File: config.mk
export PLATFORM = sky130hd
export DESIGN_NAME = stepper_homing_seq
export DESIGN_NICKNAME = d
export VERILOG_FILES = /design/src/rtl/stepper_homing_seq_pkg.sv /design/src/rtl/stepper_homing_seq_limit_debounce.sv /design/src/rtl/stepper_homing_seq.sv
export SDC_FILE = /design/constraint.sdc
export NUM_CORES = 1
export LEC_CHECK = 0
export ABC_AREA = 0
export BUFFER_PORTS_ARGS = -buffer_cell sky130_fd_sc_hd__buf_2
export CORE_MARGIN = 4
export CORE_UTILIZATION = 45
export CTS_CLUSTER_SIZE = 14
export DETAILED_ROUTE_END_ITERATION = 8
export PLACE_DENSITY = 0.68
export SYNTH_ARGS = -nofsm -noshare
export SYNTH_HDL_FRONTEND = slang
export SYNTH_SLANG_ARGS = --single-unit
export TNS_END_PERCENT = 5
File: constraint.sdc
create_clock -name clk -period 2.4 [get_ports clk]
set_input_delay 0.48 -clock clk [delete_from_list [all_inputs] [get_ports clk]]
set_output_delay 0.48 -clock clk [all_outputs]
set_load 0.02 [all_outputs]
File: src/rtl/stepper_homing_seq_pkg.sv
// Shared types and constants for the stepper homing sequencer.
package stepper_pkg;

  typedef struct packed {
    logic [7:0]  speed;
    logic [23:0] pos;
  } ctrl_word_t;

  typedef enum logic [2:0] {
    IDLE,
    SEEK,
    ZERO1,
    BACKOFF,
    ZERO2,
    FAULT
  } home_state_t;

  localparam int unsigned STEP_RESET_CYCLES = 2;

endpackage

File: src/rtl/stepper_homing_seq_limit_debounce.sv
// Limit switch conditioning: 2-FF synchronizer followed by a stability debouncer.
module limit_debounce #(
  parameter int unsigned DEBOUNCE_CYCLES = 50_000
) (
  input  logic clk,
  input  logic reset_n,
  input  logic limit_n_i,
  output logic pressed_o
);

  localparam int unsigned CW = (DEBOUNCE_CYCLES > 1) ? $clog2(DEBOUNCE_CYCLES) : 1;
  localparam logic [CW-1:0] CNT_MAX = CW'(DEBOUNCE_CYCLES - 1);

  logic          sync1_q, sync2_q, last_q, pressed_q;
  logic [CW-1:0] cnt_q;

  // Counter saturates at CNT_MAX so a long-stable input keeps re-asserting the same level.
  always_ff @(posedge clk) begin
    if (!reset_n) begin
      sync1_q   <= 1'b1;
      sync2_q   <= 1'b1;
      last_q    <= 1'b1;
      cnt_q     <= '0;
      pressed_q <= 1'b0;
    end else begin
      sync1_q <= limit_n_i;
      sync2_q <= sync1_q;
      last_q  <= sync2_q;
      if (sync2_q != last_q) begin
        cnt_q <= '0;
      end else if (cnt_q == CNT_MAX) begin
        pressed_q <= ~sync2_q;
      end else begin
        cnt_q <= cnt_q + CW'(1);
      end
    end
  end

  assign pressed_o = pressed_q;

endmodule

File: src/rtl/stepper_homing_seq.sv
// Homing/command sequencer driving one stepper channel's control word, homing mode and reset.
module stepper_homing_seq
  import stepper_pkg::*;
#(
  parameter int unsigned DEBOUNCE_CYCLES = 50_000,
  parameter logic [23:0] BACKOFF_STEPS   = 24'd200,
  parameter logic [7:0]  BACKOFF_SPEED   = 8'd2,
  parameter logic [31:0] TIMEOUT_CYCLES  = 32'd250_000_000
) (
  input  logic        clk,
  input  logic        reset_n,
  input  logic        cmd_valid,
  output logic        cmd_ready,
  input  logic        cmd_home,
  input  logic [7:0]  cmd_speed,
  input  logic [23:0] cmd_pos,
  input  logic        limit_n,
  input  logic        step_in,
  output logic [31:0] control,
  output logic        homing_enable,
  output logic        stepper_reset,
  output logic        busy,
  output logic        homed,
  output logic        fault
);

  localparam logic [1:0] ZLAST = 2'(STEP_RESET_CYCLES - 1);

  home_state_t state_q, state_d;
  ctrl_word_t  ctrl_q, ctrl_d;
  logic        hen_q, hen_d, srst_q, srst_d, homed_q, homed_d, fault_q, fault_d;
  logic [31:0] tmo_q, tmo_d;
  logic [23:0] steps_q, steps_d;
  logic [1:0]  zcnt_q, zcnt_d;
  logic        step_prev_q, step_edge, lim_pressed;

  limit_debounce #(.DEBOUNCE_CYCLES(DEBOUNCE_CYCLES)) u_lim (
    .clk       (clk),
    .reset_n   (reset_n),
    .limit_n_i (limit_n),
    .pressed_o (lim_pressed)
  );

  assign step_edge = step_in & ~step_prev_q;

  always_ff @(posedge clk) begin
    if (!reset_n) begin
      state_q     <= IDLE;
      ctrl_q      <= '0;
      hen_q       <= 1'b0;
      srst_q      <= 1'b1;
      homed_q     <= 1'b0;
      fault_q     <= 1'b0;
      tmo_q       <= '0;
      steps_q     <= '0;
      zcnt_q      <= '0;
      step_prev_q <= 1'b0;
    end else begin
      state_q     <= state_d;
      ctrl_q      <= ctrl_d;
      hen_q       <= hen_d;
      srst_q      <= srst_d;
      homed_q     <= homed_d;
      fault_q     <= fault_d;
      tmo_q       <= tmo_d;
      steps_q     <= steps_d;
      zcnt_q      <= zcnt_d;
      step_prev_q <= step_in;
    end
  end

  always_comb begin
    state_d = state_q;
    ctrl_d  = ctrl_q;
    hen_d   = hen_q;
    srst_d  = srst_q;
    homed_d = homed_q;
    fault_d = fault_q;
    tmo_d   = tmo_q;
    steps_d = steps_q;
    zcnt_d  = zcnt_q;
    unique case (state_q)
      IDLE: begin
        srst_d = 1'b0;
        hen_d  = 1'b0;
        if (cmd_valid) begin
          if (cmd_home) begin
            state_d = SEEK;
            fault_d = 1'b0;
            homed_d = 1'b0;
            hen_d   = 1'b1;
            tmo_d   = '0;
          end else if (homed_q) begin
            ctrl_d = '{speed: cmd_speed, pos: cmd_pos};
          end else begin
            fault_d = 1'b1;
          end
        end
      end
      SEEK: begin
        hen_d = 1'b1;
        // Switch is checked before the timeout so a coincident press still homes.
        if (lim_pressed) begin
          state_d = ZERO1;
          hen_d   = 1'b0;
          srst_d  = 1'b1;
          ctrl_d  = '{speed: BACKOFF_SPEED, pos: '0};
          steps_d = '0;
          zcnt_d  = '0;
        end else if (tmo_q == TIMEOUT_CYCLES - 32'd1) begin
          state_d = FAULT;
          fault_d = 1'b1;
          hen_d   = 1'b0;
          srst_d  = 1'b1;
        end else begin
          tmo_d = tmo_q + 32'd1;
        end
      end
      ZERO1: begin
        steps_d = '0;
        if (zcnt_q == ZLAST) begin
          state_d = BACKOFF;
          srst_d  = 1'b0;
          ctrl_d  = '{speed: BACKOFF_SPEED, pos: BACKOFF_STEPS};
        end else begin
          zcnt_d = zcnt_q + 2'd1;
        end
      end
      BACKOFF: begin
        if (steps_q == BACKOFF_STEPS) begin
          if (lim_pressed) begin
            state_d = FAULT;
            fault_d = 1'b1;
            srst_d  = 1'b1;
          end else begin
            state_d = ZERO2;
            srst_d  = 1'b1;
            ctrl_d  = '{speed: BACKOFF_SPEED, pos: '0};
            zcnt_d  = '0;
          end
        end else if (step_edge) begin
          steps_d = steps_q + 24'd1;
        end
      end
      ZERO2: begin
        if (zcnt_q == ZLAST) begin
          state_d = IDLE;
          srst_d  = 1'b0;
          homed_d = 1'b1;
        end else begin
          zcnt_d = zcnt_q + 2'd1;
        end
      end
      FAULT: begin
        fault_d = 1'b1;
        hen_d   = 1'b0;
        srst_d  = 1'b1;
        if (cmd_valid && cmd_home) begin
          state_d = SEEK;
          fault_d = 1'b0;
          srst_d  = 1'b0;
          hen_d   = 1'b1;
          homed_d = 1'b0;
          tmo_d   = '0;
        end
      end
      default: state_d = IDLE;
    endcase
  end

  assign cmd_ready     = (state_q == IDLE) || (state_q == FAULT);
  assign busy          = ~cmd_ready;
  assign control       = ctrl_q;
  assign homing_enable = hen_q;
  assign stepper_reset = srst_q;
  assign homed         = homed_q;
  assign fault         = fault_q;

endmodule

==> metrics.cfg <==
[sta]
timing.hold.ws_ps=253
skew_ps=10.1
fmax_mhz=438
fin_crit_sh_pct=95.1
setup_viol_count_final=0
setup_tns_ps=0
max_slew_margin_pct=30.0
drv_slew=0
tightest_slew_ps=1050
finalHoldViolCount=0
min_period_ps=2280
rsz0062_at_grt=true
timing.final.ws_setup_ps=118

[layout]
layout.nets=860
diodes=0
final_cell_mix=dfxtp_1 (118), nor2_1 (78), nand2_1 (78)
syn_to_final_growth_pct=24.3
final_common_cell=dfxtp_1
stdcell_count=1002
drive_gt1_share_pct=19.4
postLayoutCoreUtil_pct=57.0

[synthesis]
synth_cell_type_count=58
synth_edf_count=0
synthTopCellsByArea=dfxtp_1 (41%), nand3_1 (5.8%), o21ai_0 (5.7%)
async_flop_share_pct=0
synth-simple-area-share_pct=31.1
synth-compound-area-share_pct=16.4
ys_warn_count=0
ys.flop_type=dfxtp_1
synth_top_family_by_area=simple AND/OR/NAND/NOR gates
ys_seq_area_share_pct=40.9
yosys.area.top_type=dfxtp_1
yosys.area.top_type_share_pct=40.9
syn_inst=726
synth-adder-area-share_pct=1.08
synthXorXnorAreaFrac_pct=5.62
yosys-mux-area-fraction_pct=0.889
ys_seq_elements=118
synth.avg_cell_area_um2=7.95
syn-num-nets=769
netlist_area_mm2=0.00577

[die]
die_width_um=121
die_h_um=121
core_mm2=0.0126
core.rowCount=41
initial_utilization_pct=45.9
dieArea_mm2=0.0147
io_pins=76

[worst_setup_path]
cp-end-kind=flip-flop
critPathSlowestCell=nor3_4
worst-path-max-fanout=32
max_stage_delay_ps=350
worstSetupPathType=flip-flop to flip-flop
path_cells=inv_1, ha_1, nor4bb_1, nand4_1, nor3_4, o21bai_4, nand3_1, o21ai_0
critPathRequiredTime_ps=2670
arrival_ps=2550
cp-start-kind=flip-flop

[cts]
clockRootBuffer=clkbuf_16
cts_max_level=4
cts_tree=built
clk-insertion-delay-late_ps=420
numClockSinks=118
cts_buffers=17
clk_path_buf_depth=2
postCtsHoldBufs=0
cts_setup_buffers=0
clk_pin_slew_ps=60

[global_route]
grt_max_degree=73
grt_usage_pct=21.2
overflow=0
grt_pass1_vias=5481
grt_pass1_wl_um=25500
antenna_found_initial=1

[drt]
dr.first_iter.drc_count=424
drt-total-wl_um=15100
vias=5764
ant_nets=0
drcViolationCount=0
routedWlPerCell_um=15.1
drtPass1Iterations=5
avgViaCountPerCell=5.75

[placed_design]
numPortBuffers=75
place_hpwl_um=10200
dpl.cell_count=969
gp_congestion=0.857
pre_cts_slack_ps=-35.7

[power]
sw_frac_of_total_pct=23.5
p_per_area_mw_per_mm2=697
switchingPower_mw=1.17
ir_drop_mv=0.450
internal_power_mw=3.82
pwr-share-clk_pct=52.0
p_leak_nw=2.82
p_seq_share_pct=40.3
pwr-share-comb_pct=7.7

[job]
drv_cap=0

[status]
status=completed

[worst_hold_path]
hp-class=input pin to flip-flop

[registers in the layout (all words and copies together) (netlist names)]
signal,count
stepper_reset,1
homing_enable,1
u_lim.pressed_o,1
step_prev_q,1
fault,1
u_lim.sync1_q,1
control,32
state_q,3
zcnt_q,2
u_lim.cnt_q,16
u_lim.last_q,1
steps_q,24
tmo_q,32
homed,1
u_lim.sync2_q,1
[final timing paths]
path,startpoint,to,slack [ps],cells after the start
worst max-delay path,steps_q[0],control[1],120,8
worst min-delay path,limit_n,u_lim.sync1_q,250,2
worst max register to register,steps_q[0],control[1],120,8
worst min register to register,u_lim.sync1_q,u_lim.sync2_q,410,1
[cells in the mapped netlist, drive strengths merged, types with 2 or more instances]
cell / count
a211oi: 4
a21o: 2
a21oi: 32
a22oi: 3
a311oi: 2
a31oi: 8
a41oi: 2
and2: 5
and3: 21
and4: 6
buf: 10
clkbuf: 31
dfxtp: 118
ha: 5
inv: 16
mux2i: 4
nand2: 78
nand2b: 3
nand3: 67
nand4: 24
nor2: 79
nor2b: 9
nor3: 13
nor3b: 2
nor4: 10
nor4b: 6
nor4bb: 4
o211a: 2
o211ai: 6
o21a: 3
o21ai: 66
o21bai: 4
o221a: 5
o22ai: 3
o31ai: 4
or3: 9
or4: 9
xnor2: 12
xor2: 25
[power by group through the flow]
stage	clock [mW]	sequential, mW	combinational (mW)
2_1_floorplan	0	2.08	0.213
3_5_place_dp	0	2.05	0.378
5_1_grt	2.74	2.02	0.426
6_report	2.60	2.01	0.384
3_3_place_gp	0	2.05	0.370
4_1_cts	2.63	2.01	0.384
[critical path, delay by kind of cell, from the launching register on]
| family | cells | cell delay [ps] |
|---|---|---|
| simple gates | 4 | 1070 |
| compound gates | 2 | 410 |
| flops | 1 | 340 |
| fa+ha+maj | 1 | 210 |
| buf+inv | 1 | 110 |
[cell type report]
cell class	instances	area (µm²)
Sequential cell	118	2360
Clock buffer	22	464
Inverter	16	60.1
Timing Repair Buffer	112	666
Fill cell	1138	5400
Tap cell	172	215
Multi-Input combinational cell	552	3250
Clock inverter	10	148
[routing by layer]
layer  global-route usage (%)  up-vias  share of wire, %
met5                        0        -             0.086
met4                     8.33        2               1.5
met3                     6.15       26               5.4
li1                         -     2816                 -
met1                     25.6     2744                43
met2                     35.7      176                50
[repair_timing]
action                     in CTS  in global routing
pin swaps                       1                  1
cloned                          1                  0
gates resized for setup         3                  6
setup endpoints to repair       1                 41
[through the flow]
step	instance area (µm²)	power, mW
after detailed placement	6490	2.43
after global routing	7170	5.18
after floorplan	5770	2.29
after CTS	7140	5.03
after global placement	6490	2.42
final	7170	5.00
[cell families (layout without fill, tap and decap cells)]
group,count (synthesis),in the layout
and+or+nand+nor,350,350
AOI/OAI and AO/OA,154,155
DFF,118,118
buffers and inverters,57,160
xor gates and xnor gates,37,37
adders and majority gates,5,5
muxes,5,5
No activity file was read; power rests on OpenSTA's default activity.
